`config.mk`:
```
export PLATFORM = sky130hd
export DESIGN_NAME = coord_gen_flat
export DESIGN_NICKNAME = d
export VERILOG_FILES = /design/src/rtl/coord_gen_if.sv /design/src/rtl/coord_gen.sv /design/src/flat_wrapper.sv
export SDC_FILE = /design/constraint.sdc
export NUM_CORES = 1
export LEC_CHECK = 0
export ABC_AREA = 1
export BUFFER_PORTS_ARGS = -buffer_cell sky130_fd_sc_hd__buf_2
export CAP_MARGIN = 20
export CELL_PAD_IN_SITES_DETAIL_PLACEMENT = 1
export CELL_PAD_IN_SITES_GLOBAL_PLACEMENT = 2
export CORE_MARGIN = 2
export CORE_UTILIZATION = 36
export DETAILED_ROUTE_END_ITERATION = 10
export PLACE_DENSITY = 0.8
export SETUP_SLACK_MARGIN = 0.4
export SLEW_MARGIN = 30
export SYNTH_ARGS = -nofsm -noshare
export SYNTH_HDL_FRONTEND = slang
export SYNTH_SLANG_ARGS = --single-unit
```
`constraint.sdc`:
```
create_clock -name clk -period 5.2 [get_ports clk]
set_clock_uncertainty 0.1 [all_clocks]
set_input_delay 0.52 -clock clk [delete_from_list [all_inputs] [get_ports clk]]
set_output_delay 0.52 -clock clk [all_outputs]
set_load 0.05 [all_outputs]
```
`src/rtl/coord_gen_if.sv`:
```
// Bus between the raster coordinate generator and its host / Divider side.
interface coord_gen_if;
  logic       start;
  logic [6:0] src_w;
  logic [6:0] src_h;
  logic [6:0] dst_w;
  logic [6:0] dst_h;
  logic [2:0] cycle_cnt;
  logic [6:0] x_int;
  logic [6:0] y_int;
  logic [6:0] x_rem;
  logic [6:0] y_rem;
  logic [6:0] x_den;
  logic [6:0] y_den;
  logic       slot_valid;
  logic       last;
  logic       busy;
  logic       done;
  logic       cfg_err;

  // Host side: requests frames, observes coordinates
  modport master (
    output start, src_w, src_h, dst_w, dst_h,
    input  cycle_cnt, x_int, y_int, x_rem, y_rem, x_den, y_den,
    input  slot_valid, last, busy, done, cfg_err
  );

  // Generator side
  modport slave (
    input  start, src_w, src_h, dst_w, dst_h,
    output cycle_cnt, x_int, y_int, x_rem, y_rem, x_den, y_den,
    output slot_valid, last, busy, done, cfg_err
  );
endinterface

```
`src/rtl/coord_gen.sv`:
```
// Raster coordinate generator: one destination pixel per 8-cycle slot, source
// coordinate as integer part plus remainder/denominator for Divider.
module coord_gen (
  input  logic       clk,
  input  logic       rst,
  coord_gen_if.slave bus
);

  localparam int unsigned W  = 7;
  localparam int unsigned AW = 8;
  localparam int unsigned CW = 10;
  localparam int unsigned PW = 3;

  localparam logic [1:0] ST_IDLE = 2'd0;
  localparam logic [1:0] ST_RUN  = 2'd1;
  localparam logic [1:0] ST_DONE = 2'd2;

  logic [1:0]    state_q, state_d;
  logic [W-1:0]  sw_q, sw_d, sh_q, sh_d, dw_q, dw_d, dh_q, dh_d;
  logic [W-1:0]  xd_q, xd_d, yd_q, yd_d;
  logic [AW-1:0] nx_acc_q, nx_acc_d, ny_acc_q, ny_acc_d;
  logic [W-1:0]  nx_int_q, nx_int_d, ny_int_q, ny_int_d;
  logic [PW-1:0] cycle_q, cycle_d;
  logic [W-1:0]  x_int_q, x_int_d, y_int_q, y_int_d;
  logic [W-1:0]  x_rem_q, x_rem_d, y_rem_q, y_rem_d;
  logic [W-1:0]  x_den_q, x_den_d, y_den_q, y_den_d;
  logic          valid_q, valid_d, last_q, last_d;
  logic          busy_q, busy_d, done_q, done_d, cfg_err_q, cfg_err_d;

  logic          cfg_ok_c;
  logic          row_end_c;
  logic          x_ge_c, y_ge_c;
  logic [AW-1:0] nx_acc_step_c, ny_acc_step_c;
  logic [W-1:0]  nx_int_step_c, ny_int_step_c;
  logic [W-1:0]  xd_adv_c, yd_adv_c;

  // Legality of a requested frame: sizes >= 2 and at most 7 subtracts per step
  assign cfg_ok_c = (bus.src_w >= 7'd2) && (bus.src_h >= 7'd2) &&
                    (bus.dst_w >= 7'd2) && (bus.dst_h >= 7'd2) &&
                    ((CW'(bus.src_w) - CW'(1)) <= (CW'(bus.dst_w - 7'd1) * CW'(7))) &&
                    ((CW'(bus.src_h) - CW'(1)) <= (CW'(bus.dst_h - 7'd1) * CW'(7)));

  // One conditional-subtract step of the shadow accumulators
  assign x_ge_c        = (nx_acc_q >= AW'(x_den_q));
  assign y_ge_c        = (ny_acc_q >= AW'(y_den_q));
  assign nx_acc_step_c = x_ge_c ? (nx_acc_q - AW'(x_den_q)) : nx_acc_q;
  assign ny_acc_step_c = y_ge_c ? (ny_acc_q - AW'(y_den_q)) : ny_acc_q;
  assign nx_int_step_c = x_ge_c ? (nx_int_q + 7'd1) : nx_int_q;
  assign ny_int_step_c = y_ge_c ? (ny_int_q + 7'd1) : ny_int_q;

  // Raster position of the next slot
  assign row_end_c = (xd_q == (dw_q - 7'd1));
  assign xd_adv_c  = row_end_c ? 7'd0 : (xd_q + 7'd1);
  assign yd_adv_c  = row_end_c ? (yd_q + 7'd1) : yd_q;

  // Next-state and next-output logic
  always_comb begin
    state_d   = state_q;
    sw_d      = sw_q;
    sh_d      = sh_q;
    dw_d      = dw_q;
    dh_d      = dh_q;
    xd_d      = xd_q;
    yd_d      = yd_q;
    nx_acc_d  = nx_acc_q;
    ny_acc_d  = ny_acc_q;
    nx_int_d  = nx_int_q;
    ny_int_d  = ny_int_q;
    cycle_d   = cycle_q;
    x_int_d   = x_int_q;
    y_int_d   = y_int_q;
    x_rem_d   = x_rem_q;
    y_rem_d   = y_rem_q;
    x_den_d   = x_den_q;
    y_den_d   = y_den_q;
    valid_d   = valid_q;
    last_d    = last_q;
    busy_d    = busy_q;
    done_d    = 1'b0;
    cfg_err_d = 1'b0;

    case (state_q)
      ST_IDLE: begin
        if (bus.start) begin
          if (cfg_ok_c) begin
            state_d  = ST_RUN;
            sw_d     = bus.src_w;
            sh_d     = bus.src_h;
            dw_d     = bus.dst_w;
            dh_d     = bus.dst_h;
            xd_d     = '0;
            yd_d     = '0;
            nx_acc_d = '0;
            ny_acc_d = '0;
            nx_int_d = '0;
            ny_int_d = '0;
            cycle_d  = '0;
            x_int_d  = '0;
            y_int_d  = '0;
            x_rem_d  = '0;
            y_rem_d  = '0;
            x_den_d  = bus.dst_w - 7'd1;
            y_den_d  = bus.dst_h - 7'd1;
            valid_d  = 1'b1;
            last_d   = 1'b0;
            busy_d   = 1'b1;
          end else begin
            cfg_err_d = 1'b1;
          end
        end
      end

      ST_RUN: begin
        cycle_d = cycle_q + 3'd1;
        if (cycle_q == 3'd0) begin
          // Seed the shadow with current remainder plus one step
          if (row_end_c) begin
            nx_acc_d = '0;
            nx_int_d = '0;
            ny_acc_d = AW'(y_rem_q) + AW'(sh_q - 7'd1);
            ny_int_d = y_int_q;
          end else begin
            nx_acc_d = AW'(x_rem_q) + AW'(sw_q - 7'd1);
            nx_int_d = x_int_q;
            ny_acc_d = AW'(y_rem_q);
            ny_int_d = y_int_q;
          end
        end else begin
          nx_acc_d = nx_acc_step_c;
          ny_acc_d = ny_acc_step_c;
          nx_int_d = nx_int_step_c;
          ny_int_d = ny_int_step_c;
          if (cycle_q == 3'd7) begin
            if (last_q) begin
              // Final slot: coordinates keep their last values
              state_d = ST_DONE;
              cycle_d = '0;
              valid_d = 1'b0;
              busy_d  = 1'b0;
              last_d  = 1'b0;
              done_d  = 1'b1;
            end else begin
              x_rem_d = W'(nx_acc_step_c);
              y_rem_d = W'(ny_acc_step_c);
              x_int_d = nx_int_step_c;
              y_int_d = ny_int_step_c;
              xd_d    = xd_adv_c;
              yd_d    = yd_adv_c;
              last_d  = (xd_adv_c == (dw_q - 7'd1)) && (yd_adv_c == (dh_q - 7'd1));
            end
          end
        end
      end

      ST_DONE: begin
        state_d = ST_IDLE;
      end

      default: begin
        state_d = ST_IDLE;
      end
    endcase
  end

  // State and output registers, cleared asynchronously
  always_ff @(posedge clk or posedge rst) begin
    if (rst) begin
      state_q   <= ST_IDLE;
      sw_q      <= '0;
      sh_q      <= '0;
      dw_q      <= '0;
      dh_q      <= '0;
      xd_q      <= '0;
      yd_q      <= '0;
      nx_acc_q  <= '0;
      ny_acc_q  <= '0;
      nx_int_q  <= '0;
      ny_int_q  <= '0;
      cycle_q   <= '0;
      x_int_q   <= '0;
      y_int_q   <= '0;
      x_rem_q   <= '0;
      y_rem_q   <= '0;
      x_den_q   <= '0;
      y_den_q   <= '0;
      valid_q   <= 1'b0;
      last_q    <= 1'b0;
      busy_q    <= 1'b0;
      done_q    <= 1'b0;
      cfg_err_q <= 1'b0;
    end else begin
      state_q   <= state_d;
      sw_q      <= sw_d;
      sh_q      <= sh_d;
      dw_q      <= dw_d;
      dh_q      <= dh_d;
      xd_q      <= xd_d;
      yd_q      <= yd_d;
      nx_acc_q  <= nx_acc_d;
      ny_acc_q  <= ny_acc_d;
      nx_int_q  <= nx_int_d;
      ny_int_q  <= ny_int_d;
      cycle_q   <= cycle_d;
      x_int_q   <= x_int_d;
      y_int_q   <= y_int_d;
      x_rem_q   <= x_rem_d;
      y_rem_q   <= y_rem_d;
      x_den_q   <= x_den_d;
      y_den_q   <= y_den_d;
      valid_q   <= valid_d;
      last_q    <= last_d;
      busy_q    <= busy_d;
      done_q    <= done_d;
      cfg_err_q <= cfg_err_d;
    end
  end

  assign bus.cycle_cnt  = cycle_q;
  assign bus.x_int      = x_int_q;
  assign bus.y_int      = y_int_q;
  assign bus.x_rem      = x_rem_q;
  assign bus.y_rem      = y_rem_q;
  assign bus.x_den      = x_den_q;
  assign bus.y_den      = y_den_q;
  assign bus.slot_valid = valid_q;
  assign bus.last       = last_q;
  assign bus.busy       = busy_q;
  assign bus.done       = done_q;
  assign bus.cfg_err    = cfg_err_q;

endmodule

```
`src/flat_wrapper.sv`:
```
// flat-port wrapper written by rule: the top's interface ports become plain ports
module coord_gen_flat 
  (clk, rst, bus_start, bus_src_w, bus_src_h, bus_dst_w, bus_dst_h, bus_cycle_cnt, bus_x_int, bus_y_int, bus_x_rem, bus_y_rem, bus_x_den, bus_y_den, bus_slot_valid, bus_last, bus_busy, bus_done, bus_cfg_err);
  coord_gen_if bus_i ();
  input  logic clk;
  input  logic rst;
  input wire logic [$bits(bus_i.start)-1:0] bus_start;
  input wire logic [$bits(bus_i.src_w)-1:0] bus_src_w;
  input wire logic [$bits(bus_i.src_h)-1:0] bus_src_h;
  input wire logic [$bits(bus_i.dst_w)-1:0] bus_dst_w;
  input wire logic [$bits(bus_i.dst_h)-1:0] bus_dst_h;
  output wire logic [$bits(bus_i.cycle_cnt)-1:0] bus_cycle_cnt;
  output wire logic [$bits(bus_i.x_int)-1:0] bus_x_int;
  output wire logic [$bits(bus_i.y_int)-1:0] bus_y_int;
  output wire logic [$bits(bus_i.x_rem)-1:0] bus_x_rem;
  output wire logic [$bits(bus_i.y_rem)-1:0] bus_y_rem;
  output wire logic [$bits(bus_i.x_den)-1:0] bus_x_den;
  output wire logic [$bits(bus_i.y_den)-1:0] bus_y_den;
  output wire logic [$bits(bus_i.slot_valid)-1:0] bus_slot_valid;
  output wire logic [$bits(bus_i.last)-1:0] bus_last;
  output wire logic [$bits(bus_i.busy)-1:0] bus_busy;
  output wire logic [$bits(bus_i.done)-1:0] bus_done;
  output wire logic [$bits(bus_i.cfg_err)-1:0] bus_cfg_err;
  assign bus_i.start = bus_start;
  assign bus_i.src_w = bus_src_w;
  assign bus_i.src_h = bus_src_h;
  assign bus_i.dst_w = bus_dst_w;
  assign bus_i.dst_h = bus_dst_h;
  assign bus_cycle_cnt = bus_i.cycle_cnt;
  assign bus_x_int = bus_i.x_int;
  assign bus_y_int = bus_i.y_int;
  assign bus_x_rem = bus_i.x_rem;
  assign bus_y_rem = bus_i.y_rem;
  assign bus_x_den = bus_i.x_den;
  assign bus_y_den = bus_i.y_den;
  assign bus_slot_valid = bus_i.slot_valid;
  assign bus_last = bus_i.last;
  assign bus_busy = bus_i.busy;
  assign bus_done = bus_i.done;
  assign bus_cfg_err = bus_i.cfg_err;
  coord_gen u_core (.clk(clk), .rst(rst), .bus(bus_i));
endmodule
```
==> results of run 1 <==
[metrics by stage]
stage	worst slack (ns)	power [mW]	util	setup TNS, ns
CTS	0.4616	2.600	0.4317	0
global placement	0.1131	1.465	0.4105	0
detailed placement	-0.1535	1.480	0.4105	-1.911
finish	0.6589	2.587	0.4362	0
global route	0.3220	2.725	0.4362	0
floorplan	0.4982	1.299	-	0
[layer usage]
metal / global-route usage / up-vias
li1: - / 4409
met1: 0.3031 / 4316
met2: 0.3597 / 109
met3: 0.02931 / 23
met4: 0.05180 / 0
met5: 0 / -
[cell type report]
class                      count  area, µm²
timing repair buffer         134      845.8
sequential                   123       3078
inverter                     253      955.9
clock inverter                12      90.09
tap                          335      419.2
clock buffer                  20      456.7
multi-input combinational    887       5553
fill                        3322      14730
[sequential cells by signal, indices dropped and copies added, names as in the netlist, 2 cells and up]
name                  cells
u_core.dh_q               7
u_core.bus.y_int          7
u_core.sw_q               7
u_core.ny_acc_q           8
u_core.state_q            2
u_core.dw_q               7
u_core.xd_q               7
u_core.ny_int_q           7
u_core.yd_q               7
u_core.bus.x_int          7
u_core.bus.x_rem          7
u_core.bus.x_den          7
u_core.nx_int_q           7
u_core.nx_acc_q           8
u_core.bus.y_den          7
u_core.sh_q               7
u_core.bus.cycle_cnt      3
u_core.bus.y_rem          7
[worst max-delay path by stage]
stage | startpoint | to | slack, ns | cells after the start
2_1_floorplan | bus_dst_w[0] | u_core.dh_q[0] | 0.50 | 28
3_5_place_dp | bus_dst_w[2] | u_core.dw_q[0] | -0.15 | 26
6_report | bus_dst_w[2] | u_core.nx_acc_q[2] | 0.66 | 30
3_3_place_gp | bus_dst_w[2] | u_core.dw_q[0] | 0.11 | 26
4_1_cts | bus_dst_w[2] | u_core.ny_acc_q[7] | 0.46 | 29
5_1_grt | bus_dst_w[2] | u_core.nx_acc_q[2] | 0.32 | 30
[power by group]
group,internal (mW),total (mW),switching [mW]
Sequential,0.957,0.957,0
Combinational,0.220,0.520,0.301
Clock,0.638,1.11,0.472
[cell usage in the layout, fill, tap and decap left out, drive strengths merged, types with 3 or more instances in the layout]
cell type  count
a21oi         47
a31oi          7
buf          134
clkbuf        20
clkinv         9
clkinvlp       3
dfrtp        123
fa            14
ha            94
inv          253
nand2        300
nand3         65
nand3b         4
nand4         19
nor2          70
nor3          14
nor4           3
o211ai        11
o21a           3
o21ai        109
o21bai         6
o221ai        10
o22ai         16
o31ai         14
or2            3
xnor2         20
xor2          51
[logic make-up (layout without fill, tap and decap cells)]
| family | after synthesis | in the layout | synth area share |
|---|---|---|---|
| compound gates | 228 | 228 | 0.1363 |
| xor+xnor | 72 | 72 | 0.06699 |
| fa+ha+maj | 108 | 108 | 0.1514 |
| buf+inv | 286 | 419 | 0.1151 |
| flops | 123 | 123 | 0.3200 |
| simple gates | 479 | 479 | 0.2102 |
[timing repair]
action,CTS,global route
pin swaps,1,5
cloned,0,0
endpoints found under the setup margin,17,120
setup buffers,0,0
resized for setup,4,33
hold endpoints to repair,0,0
==> results.cfg, run 1 <==
[run_status]
status = finished, violations left
violations = DRC

[clock_network]
worstSkewPairLatency_ns = 0.43
htreeDepth = 4
cts_root_buf = clkbuf_16
cts_tree = yes
cts.sinks = 123
tritoncts.num_buffers = 17
clk_pin_slew_ns = 0.06
clockBufferDepth = 2
cts-hold-fix-buffers = 0

[final_layout]
syn_to_final_growth_pct = 18.50
fin_area_um2 = 11400
antenna_cells = 0
nets = 1555
drive_gt1_frac = 0.1456
final_cells = 1764

[sta]
setup_violations = 0
period_share = 0.8733
rsz0062_at_grt = yes
fmax_ghz = 0.2202
finalHoldViolCount = 0
slew_headroom = 0.4187
drv_slew = 0
timing.hold.ws_ns = 0.07823
min_period_ns = 4.541
tightest_slew_ns = 0.8696

[pwr]
worst_ir_drop_vdd_uv = 218.6
p_leak_nw = 6.082
powerDensity_nw_per_um2 = 227.0

[detailed_routing]
dr_wl_met2_um = 13690
top_layer = met4
wl_met1_um = 14620
dr_wl_met3_um = 783
drtPass1Iterations = 8
vias = 8857
postRouteAntennaNets = 0
routed_wl_um = 29450
vias_per_cell = 5.021
drt_iter0_markers = 402
drc = 6
wl_per_cell_um = 16.69

[yosys]
synth_top_area_frac = 0.3200
synthTopCellsByCount = 296 x nand2_1, 246 x inv_1, 123 x dfrtp_1
postSynthAreaPerCell_um2 = 7.422
ys_top_cells_by_area = dfrtp_1 32%, ha_1 12%, nand2_1 12%, inv_1 9.6%, o21ai_0 5.5%
seq_area_frac_synth = 0.3200
ys_warn_count = 0
ys_async_sr_fraction = 1.000
yosysMostFrequentCell = nand2_1
synth_ff_type = dfrtp_1
synth-edff-count = 0
netlist_area_um2 = 9619
synth_cell_types = 44
synthesis.nets = 1435
synthCells = 1296
yosys_register_bits = 123
yosysTopAreaCell = dfrtp_1

[place]
dp_cells = 1732
place_congestion = 0.8514
dpl_cell_area_um2 = 10730
port_buffers = 80
hpwl_um = 23180

[critical_path]
r2r_slack_ns = 1.83
reg2regPathDepth = 14
criticalPathCategory = input pin to register
crit_slowest_cell = fa_1
end_kind = register
cp_common_cell = inv_1
cp_max_fo = 4
worstPathArrival_ns = 4.75
r2r_end = u_core.nx_acc_q[4]
required_ns = 5.41
critical-path-top-delay-family = adder cells
cp-start-kind = input pin
critPathMaxStageDelay_ns = 0.55
r2r-start = u_core.nx_acc_q[0]
crit_buf_inv = 8

[global_route]
gr-total-overflow = 0
grt_max_degree = 78
grtUsageTotal = 0.2176
antenna_found_initial = 0
grt_pass1_wl_um = 48100
grt_pass1_vias = 9034

[min_path]
hold_class = input pin to async pin

[floorplanning]
coreArea_um2 = 26130
dieWidth_um = 167.5
initial_core_util = 0.3681
die_h_um = 167.5
dieArea_um2 = 28040
rows = 59
io_pins = 81

[run]
maxCapViolCount = 0
Note: power is estimated with default switching activity, not from simulation.
==> run 2: changes to the inputs <==
==> constraint.sdc (replaced) <==
create_clock -name clk -period 5.07 [get_ports clk]
set_clock_uncertainty 0.1 [all_clocks]
set_input_delay 0.507 -clock clk [delete_from_list [all_inputs] [get_ports clk]]
set_output_delay 0.507 -clock clk [all_outputs]
set_load 0.05 [all_outputs]
==> results.cfg, run 2 (synthesized netlist as in run 1, its figures left out) <==
[detailed_routing]
postRouteAntennaNets = 0
drc = 8
wl_per_cell_um = 17.42
drtPass1Iterations = 8
drt_iter0_markers = 386
vias = 8898
vias_per_cell = 5.002
routed_wl_um = 30990

[floorplanning]
rows = 59
io_pins = 81
initial_core_util = 0.3681
coreArea_um2 = 26130
dieArea_um2 = 28040
die_h_um = 167.5
dieWidth_um = 167.5

[clock_network]
htreeDepth = 4
clk_pin_slew_ns = 0.06
tritoncts.num_buffers = 17
worstSkewPairLatency_ns = 0.43
clockBufferDepth = 2
cts.sinks = 123
cts_root_buf = clkbuf_16
cts_tree = yes
cts-hold-fix-buffers = 0
postCtsSetupBuffers = 0

[global_route]
gr-total-overflow = 0
grt_pass1_wl_um = 48620
grt_max_degree = 84
grt_pass1_vias = 9200
grtUsageTotal = 0.2211
antenna_found_initial = 1

[sta]
setup_violations = 0
rsz0062_at_grt = yes
period_share = 0.8730
slew_headroom = 0.4345
tightest_slew_ns = 0.8459
fmax_ghz = 0.2259
drv_slew = 0
min_period_ns = 4.426
finalHoldViolCount = 0
timing.hold.ws_ns = 0.09532
fin_tns_setup_ns = 0

[pwr]
p_leak_nw = 6.260
powerDensity_nw_per_um2 = 237.6
switchingPower_uw = 833.4
power_mw = 2.817
p_comb_frac = 0.216
worst_ir_drop_vdd_uv = 230.2
p_int_mw = 1.984
pwr-share-seq = 0.348
swShare = 0.2958
clkPwrFrac = 0.435

[final_layout]
reg.largest.list = u_core.nx_acc_q x8, u_core.ny_acc_q x8
nets = 1570
num-fill-cells = 3320
final_cell_mix = 288 x nand2_1, 238 x inv_1, 123 x dfrtp_1
layout_commonest_cell = nand2_1
drive_gt1_frac = 0.1746
syn_to_final_growth_pct = 23.26
final_cells = 1779

[critical_path]
criticalPathCategory = input pin to register
critPathMaxStageDelay_ns = 0.50
end_kind = register
required_ns = 5.32
cp_common_cell = nand2_1
r2r_end = u_core.nx_acc_q[1]
crit_slowest_cell = fa_1
critical-path-top-delay-family = simple AND/OR/NAND/NOR gates
cp_max_fo = 9
r2r-start = u_core.bus.x_den[0]
cp-start-kind = input pin
reg2regPathDepth = 13
critical_path_cell_count = 32
r2r_slack_ns = 1.62
crit_buf_inv = 8
crit_path_end = u_core.bus.x_int[4]
crit_start = bus_dst_w[0]
worstPathArrival_ns = 4.68

[place]
dp_cells = 1741
port_buffers = 80
place_congestion = 0.8369
hpwl_um = 23730

[run]
maxCapViolCount = 0

[run_status]
status = finished, violations left
violations = DRC

[min_path]
hold_class = input pin to async pin
-- run 2: cell count changes in the layout (fill, tap and decap cells not counted), sizes merged --
cell,delta
buf,+10
clkbuf,+3
clkinv,-3
diode,+1
bufinv,+2
clkinvlp,+2
-- run 2: routing by layer --
| layer | track usage | share of wire | wire length (µm) | vias up |
|---|---|---|---|---|
| li1 | - | - | - | 4431 |
| met1 | 0.2971 | 0.47 | 14560 | 4318 |
| met2 | 0.3787 | 0.49 | 15120 | 131 |
| met3 | 0.02623 | 0.032 | 978 | 18 |
| met4 | 0.05822 | 0.011 | 337 | 0 |
| met5 | 0 | 0 | 0 | - |
-- run 2: final cells by class --
cell class	count	area, µm²	area share
multi-input combinational	887	5707	0.4813
clock buffer	18	439.2	0.03704
timing repair buffer	149	1099	0.09265
inverter	253	969.7	0.08179
clock inverter	13	142.6	0.01203
sequential	123	3078	0.2596
antenna	1	2.502	0.0002111
tap	335	419.2	0.03535
-- run 2: per-stage QoR --
stage,setup WS (ns),utilization,cell area [µm²]
2_1_floorplan,0.4098,-,9620
3_3_place_gp,-0.2894,0.4140,10820
3_5_place_dp,-0.4466,0.4140,10820
4_1_cts,0.4209,0.4379,11440
5_1_grt,0.3749,0.4536,11850
6_report,0.6440,0.4537,11860
-- run 2: how the worst min path moves through the flow --
stage | startpoint | to | slack [ns] | cells past startpoint
floorplan | u_core.xd_q[5] | u_core.xd_q[5] | 0.35 | 2
global placement | u_core.yd_q[5] | u_core.yd_q[5] | 0.36 | 2
detailed placement | u_core.yd_q[5] | u_core.yd_q[5] | 0.37 | 2
CTS | rst | u_core.sw_q[4] | 0.16 | 2
global route | rst | u_core.sw_q[4] | 0.18 | 2
finish | rst | u_core.sw_q[4] | 0.1 | 2
-- run 2: timing repair --
item,4_1_cts,5_1_grt
gates resized for setup,14,71
cloned,0,6
endpoints found under the setup margin,120,120
pin swaps,1,17
hold endpoints to repair,0,0
-- run 2: power groups by stage --
| stage | combinational (mW) | sequential (mW) | clock, mW |
|---|---|---|---|
| after detailed placement | 0.548 | 1.00 | 0 |
| final | 0.609 | 0.982 | 1.23 |
| after global routing | 0.688 | 0.981 | 1.29 |
| after CTS | 0.566 | 0.982 | 1.25 |
| after floorplan | 0.333 | 1.00 | 0 |
| after global placement | 0.531 | 1.00 | 0 |
